$ cat src/rtl/clk_div_multi_pkg.sv
// Shared definitions for the multi-channel clock divider: output modes,
// per-channel FSM encoding and the reset-time divisor.
package clk_div_multi_pkg;

  localparam logic MODE_TOGGLE = 1'b0;
  localparam logic MODE_PULSE  = 1'b1;

  localparam int unsigned DIV_RESET_DEFAULT = 40000;
  localparam int unsigned CH_IDX_W          = 3;

  typedef enum logic [1:0] {
    ST_IDLE = 2'd0,
    ST_RUN  = 2'd1,
    ST_PEND = 2'd2
  } ch_state_e;

endpackage

$ cat src/rtl/clk_div_channel.sv
// One divider channel: counter, run/pending FSM, shadow divisor, outputs.
//   clk, rst          system clock, async active-low reset
//   en, mode          run enable; 0 = toggle, 1 = pulse
//   load, load_val    channel-local divisor load strobe and value
//   sync_restart      phase-align strobe shared by all channels
//   clk_out, tick     toggle-mode square wave / pulse-mode tick
//   pending           shadow divisor waiting for the period boundary
module clk_div_channel
  import clk_div_multi_pkg::*;
#(
  parameter int unsigned CNT_W       = 32,
  parameter int unsigned DEFAULT_DIV = DIV_RESET_DEFAULT
) (
  input  logic             clk,
  input  logic             rst,
  input  logic             en,
  input  logic             mode,
  input  logic             load,
  input  logic [CNT_W-1:0] load_val,
  input  logic             sync_restart,
  output logic             clk_out,
  output logic             tick,
  output logic             pending
);

  ch_state_e        state_q, state_d;
  logic [CNT_W-1:0] count_q, count_d;
  logic [CNT_W-1:0] div_q, div_d;
  logic [CNT_W-1:0] shadow_q, shadow_d;
  logic             clk_out_d, tick_d;
  logic             term_c;

  assign term_c = (count_q == div_q);

  // State register
  always_ff @(posedge clk or negedge rst) begin
    if (!rst) state_q <= ST_IDLE;
    else      state_q <= state_d;
  end

  // Next-state: a restart or a dropped enable always lands in a clean state;
  // a restart that coincides with a load takes the load directly, so no PEND.
  always_comb begin
    state_d = state_q;
    if (sync_restart) begin
      state_d = en ? ST_RUN : ST_IDLE;
    end else begin
      case (state_q)
        ST_IDLE: if (en) state_d = ST_RUN;
        ST_RUN: begin
          if (!en)       state_d = ST_IDLE;
          else if (load) state_d = ST_PEND;
        end
        ST_PEND: begin
          if (!en)                 state_d = ST_IDLE;
          else if (term_c && !load) state_d = ST_RUN;
        end
        default: state_d = ST_IDLE;
      endcase
    end
  end

  // Counter, divisor and output next values
  always_comb begin
    count_d   = count_q;
    div_d     = div_q;
    shadow_d  = shadow_q;
    clk_out_d = clk_out;
    tick_d    = tick;
    if (sync_restart || !en) begin
      // Cleared channel: apply any waiting shadow now, a fresh load wins over it
      count_d   = '0;
      clk_out_d = 1'b0;
      tick_d    = 1'b0;
      if (state_q == ST_PEND) div_d = shadow_q;
      if (load)               div_d = load_val;
    end else begin
      // Terminal check uses the divisor in force this cycle, even on an IDLE load
      if (term_c) begin
        count_d = '0;
        if (mode == MODE_PULSE) begin
          tick_d    = 1'b1;
          clk_out_d = 1'b0;
        end else begin
          tick_d    = 1'b0;
          clk_out_d = ~clk_out;
        end
        if (state_q == ST_PEND) div_d = shadow_q;
      end else begin
        count_d = count_q + CNT_W'(1);
        tick_d  = 1'b0;
      end
      if (load) begin
        if (state_q == ST_IDLE) div_d    = load_val;
        else                    shadow_d = load_val;
      end
    end
  end

  // Datapath and output registers
  always_ff @(posedge clk or negedge rst) begin
    if (!rst) begin
      count_q  <= '0;
      div_q    <= CNT_W'(DEFAULT_DIV);
      shadow_q <= '0;
      clk_out  <= 1'b0;
      tick     <= 1'b0;
      pending  <= 1'b0;
    end else begin
      count_q  <= count_d;
      div_q    <= div_d;
      shadow_q <= shadow_d;
      clk_out  <= clk_out_d;
      tick     <= tick_d;
      pending  <= (state_d == ST_PEND);
    end
  end

endmodule

$ cat src/rtl/clk_div_multi.sv
// Multi-channel programmable clock divider / clock-enable generator.
//   clk, rst                     system clock, async active-low reset
//   en, mode [NUM_CH]            per-channel enable and mode (0 toggle, 1 pulse)
//   load_stb, load_ch, load_val  divisor load request
//   load_ack, load_err           one-cycle response the cycle after load_stb
//   sync_restart                 phase-align all channels
//   clk_out, tick, pending       per-channel outputs
module clk_div_multi
  import clk_div_multi_pkg::*;
#(
  parameter int unsigned NUM_CH      = 4,
  parameter int unsigned CNT_W       = 32,
  parameter int unsigned DEFAULT_DIV = DIV_RESET_DEFAULT
) (
  input  logic                clk,
  input  logic                rst,
  input  logic [NUM_CH-1:0]   en,
  input  logic [NUM_CH-1:0]   mode,
  input  logic                load_stb,
  input  logic [CH_IDX_W-1:0] load_ch,
  input  logic [CNT_W-1:0]    load_val,
  output logic                load_ack,
  output logic                load_err,
  input  logic                sync_restart,
  output logic [NUM_CH-1:0]   clk_out,
  output logic [NUM_CH-1:0]   tick,
  output logic [NUM_CH-1:0]   pending
);

  logic [NUM_CH-1:0] ch_load_c;
  logic              ch_valid_c;

  // Extra bit so NUM_CH = 8 still compares correctly
  assign ch_valid_c = ({1'b0, load_ch} < (CH_IDX_W + 1)'(NUM_CH));

  // Load response, one cycle after the strobe
  always_ff @(posedge clk or negedge rst) begin
    if (!rst) begin
      load_ack <= 1'b0;
      load_err <= 1'b0;
    end else begin
      load_ack <= load_stb && ch_valid_c;
      load_err <= load_stb && !ch_valid_c;
    end
  end

  for (genvar i = 0; i < NUM_CH; i++) begin : g_ch
    assign ch_load_c[i] = load_stb && (load_ch == CH_IDX_W'(i));

    clk_div_channel #(
      .CNT_W       (CNT_W),
      .DEFAULT_DIV (DEFAULT_DIV)
    ) u_ch (
      .clk          (clk),
      .rst          (rst),
      .en           (en[i]),
      .mode         (mode[i]),
      .load         (ch_load_c[i]),
      .load_val     (load_val),
      .sync_restart (sync_restart),
      .clk_out      (clk_out[i]),
      .tick         (tick[i]),
      .pending      (pending[i])
    );
  end

endmodule

$ cat config.mk
export PLATFORM = sky130hd
export DESIGN_NAME = clk_div_multi
export DESIGN_NICKNAME = d
export VERILOG_FILES = /design/src/rtl/clk_div_multi_pkg.sv /design/src/rtl/clk_div_channel.sv /design/src/rtl/clk_div_multi.sv
export SDC_FILE = /design/constraint.sdc
export NUM_CORES = 1
export LEC_CHECK = 0
export CAP_MARGIN = 20
export CORE_AREA = 5 5 201 203
export CTS_BUF_LIST = sky130_fd_sc_hd__clkbuf_8
export DETAILED_ROUTE_END_ITERATION = 10
export DIE_AREA = 0 0 206 208
export PLACE_DENSITY = 0.8
export SYNTH_ARGS = -nofsm -noshare
export SYNTH_HDL_FRONTEND = slang
export SYNTH_SLANG_ARGS = --single-unit
$ cat constraint.sdc
create_clock -name clk -period 5.33 [get_ports clk]
set_clock_uncertainty 0.1 [all_clocks]
set_input_delay 0.533 -clock clk [delete_from_list [all_inputs] [get_ports clk]]
set_output_delay 0.533 -clock clk [all_outputs]
set_load 0.03 [all_outputs]
==> results.md <==
* Initial drt markers at 2189
* Crit path launch type: primary input
* CP max FO at 70
* Final Hold Fails at 0
* Worst EP arrival at 3960 ps
* Asr flop ratio synth at 100%
* Number of nets with antenna violations after routing at 0
* Synth cell types at 52
* CP Capture Type: flop
* Post-synthesis register bit count at 406
* I/O Buffers at 60
* Max Slew Vio Count at 0
* Total GRT Usage at 33.5%
* Leak Pwr at 11.3 nW
* Period utilisation layout at 66.2%
* Setup slack, reg-to-reg at 2010 ps
* P per Cell Area at 420 mW/mm^2
* Layout fillers at 2846
* Syn. warnings at 0
* Mapped Area at 0.0245 mm^2
* Top Layer Used: met5
* Clock latency on the worst-skew pair at 640 ps
* Most frequent cells in the layout: 386 x dfrtp_1, 373 x nor2_1, 255 x a211oi_1, 135 x o21ai_0, 130 x nand2_1
* GRT Residual Overflow at 0
* Status: completed
* DR vias/cell at 6.91
* Vias in the first global route at 21700
* Seq pwr share at 36.9%
* Final Cell Area at 0.0268 mm^2
* Worst Hold Class: reg -> reg
* Pin count of the biggest net entering global routing at 134
* Chip height at 208 um
* Htree depth at 3
* Maximum buffer depth of the clock tree at 3
* Setup CP Type: in -> reg
* Die width at 206 um
* Combinational share of power at 37.9%
* Most common cell after layout, fill and taps aside: dfrtp_1
* Row Count at 72
* Layout area overhead at 9.19%
* Fraction of layout cells with a size suffix above 1 at 13.0%
* Die area at 0.0428 mm^2
* DRT Wirelength at 72600 um
* Switching pwr at 0.00458 W
* Synth Flop Type: dfrtp_1
* Sink Count at 406
* Internal at 0.00667 W
* M1 wire length at 27700 um
* Clock slew at the register clock pins of the worst setup and hold paths at 60 ps
* CTS tree: yes
* Final Setup Violations at 0
* Clock power share at 25.2%
* DRC at 0
* Final nets at 2615
* Fin Hold WS at 387 ps
* Net Sw Frac at 40.7%
* Fmax at 0.284 GHz
* Max Cap Viol at 0
* DP HPWL at 44600 um
* Met3 WL at 7570 um
* Fin crit period at 3530 ps
* Pre-Repair DR Iteration Count at 5
* Setup TNS Final at 0 ps
* Slew HR at 27.1%
* Area of the multi-input gates at 0.0134 mm^2
* GPL Wtd Cong at 0.869
* DR vias at 21700
* Num CTS Buffers at 72
* Mapped Cells at 2599
* Seq/Total Area, Yosys at 41.5%
* FF+latch area at 0.0102 mm^2
* CP required at 5760 ps
* IO Pins at 61
* Initial Util at 64.1%
* VDD IR max at 0.000295 V
* Syn_nets at 2650
* Synth Area per Inst at 9.44 um^2
* Initial antenna violation count at 2
* Post-CTS Setup Inserts at 0
* Wirelength per Cell at 23.1 um
* Met2 Wirelength at 32800 um
* Post-synth EDFFs at 0
* Clock root buffer: clkbuf_8
* Core footprint at 0.0383 mm^2
* First-pass GRT wire length at 117000 um
* RSZ-0062 raised after global routing: false
* Slew @ Worst Pin at 1090 ps
* Pwr Total at 0.0113 W
* Placed instance area at 0.0254 mm^2
cells in the mapped netlist (2+ instances only):
cell         n  area share, %
nor3b_1     37            1.1
nand4bb_1    2          0.092
nor4_2       4           0.20
nand3_1     49            1.0
nand4_1     71            1.8
nor2_1     377            5.8
ha_1         4           0.20
and4_1      15           0.54
o31ai_1      3          0.092
a2111oi_0  128            4.6
buf_2       68            1.4
nor3_1     127            2.6
nand2_1    134            2.0
nand2b_1     3          0.076
a31oi_1      4           0.10
xor2_1     118            4.2
mux2_1       9           0.41
buf_4       26           0.80
clkbuf_1   119            1.8
mux2i_1    128            5.2
nand4b_1     4           0.14
xnor2_1    124            4.4
nor2b_1      8           0.20
nor4_1      13           0.33
inv_1        8           0.12
dfstp_2     20            2.1
a21bo_2      3           0.12
buf_1        8           0.12
a31o_2       6           0.21
a21oi_1      4          0.082
a211oi_1   255            7.8
o21ai_0    139            2.8
dfrtp_1    386             39
and3_1      27           0.69
and2_1      14           0.36
nor4b_1      2          0.071
nor3_2       3           0.12
nor4_4       4           0.35
or3_1        6           0.15
a211oi_2     7           0.36
nand3b_1     2          0.061
mux2_2     119            5.5
o21a_1       2          0.061
power groups by stage:
stage / Combinational, W / Clock, W / Sequential (W)
4_1_cts: 0.00416 / 0.00287 / 0.00413
2_1_floorplan: 0.00304 / 0 / 0.00395
3_5_place_dp: 0.00413 / 0 / 0.00418
5_1_grt: 0.00464 / 0.00302 / 0.00419
3_3_place_gp: 0.00384 / 0 / 0.00416
6_report: 0.00426 / 0.00284 / 0.00415
stage by stage:
step                      setup WS, ps  std cells  utilization [%]
after floorplan                   3010       2599                -
after global placement            1480       3002             66.1
after detailed placement          1370       3006             66.3
after CTS                         2030       3136             69.9
after global routing              1800       3137             70.0
final                             1800       3139             70.0
logic make-up (layout without fill, tap and decap cells):
logic type | count (synthesis) | in the layout | synth area share [%]
compound gates | 553 | 553 | 16.3
buf+inv | 231 | 251 | 4.31
fa+ha+maj | 4 | 4 | 0.204
simple gates | 907 | 907 | 17.9
other cells | 0 | 2 | 0
mux | 256 | 256 | 11.1
flops | 406 | 406 | 41.5
xor+xnor | 242 | 242 | 8.64
per-layer routing:
layer | GRT usage (%) | vias to the layer above
met5 | 0 | -
met4 | 19.0 | 2
met3 | 7.65 | 296
met2 | 50.0 | 1272
met1 | 45.2 | 10600
li1 | - | 9536
flip-flops by register name (all words and copies together) (netlist names):
name and cells:
g_ch.u_ch.tick 4, g_ch.u_ch.pending 4, g_ch.u_ch.count_q 128, g_ch.u_ch.state_q 8
g_ch.u_ch.clk_out 4, load_ack 1, g_ch.u_ch.shadow_q 128, load_err 1
g_ch.u_ch.div_q 128
final timing paths:
kind	startpoint	end	depth (start not counted)
setup / recovery	load_stb	g_ch[0].u_ch.div_q[15]$_DFF_PN1_	7
hold / removal	g_ch[0].u_ch.shadow_q[14]$_DFFE_PN0P_	g_ch[0].u_ch.shadow_q[14]$_DFFE_PN0P_	1
setup reg to reg	g_ch[0].u_ch.count_q[24]$_DFF_PN0_	g_ch[0].u_ch.tick$_DFF_PN0_	7
hold reg to reg	g_ch[0].u_ch.shadow_q[14]$_DFFE_PN0P_	g_ch[0].u_ch.shadow_q[14]$_DFFE_PN0P_	1
max in group asynchronous	rst	g_ch[2].u_ch.count_q[16]$_DFF_PN0_	3
min in group asynchronous	rst	g_ch[0].u_ch.count_q[7]$_DFF_PN0_	2
worst max-delay path: stages:
cell,delay [ps]
clkdlybuf4s50_1,640
or4b_2,710
buf_4,400
nor3_2,820
buf_4,390
a2111oi_0,110
a211oi_1,310
what timing repair did:
item                                   in CTS  in global routing
gates resized for setup                     0                  0
endpoints found under the hold margin      90                  0
hold buffers                                1                  0
cell type report:
type / instances / share of cell area (%)
diodes: 2 / 0.0187
clock buffers: 89 / 4.57
clock inverters: 40 / 0.612
inverters: 8 / 0.112
multi-input cells: 1962 / 50.1
flip-flops and latches: 406 / 38.0
well taps: 518 / 2.42
repair buffers: 114 / 4.12
Note: power is estimated with default switching activity, not from simulation.
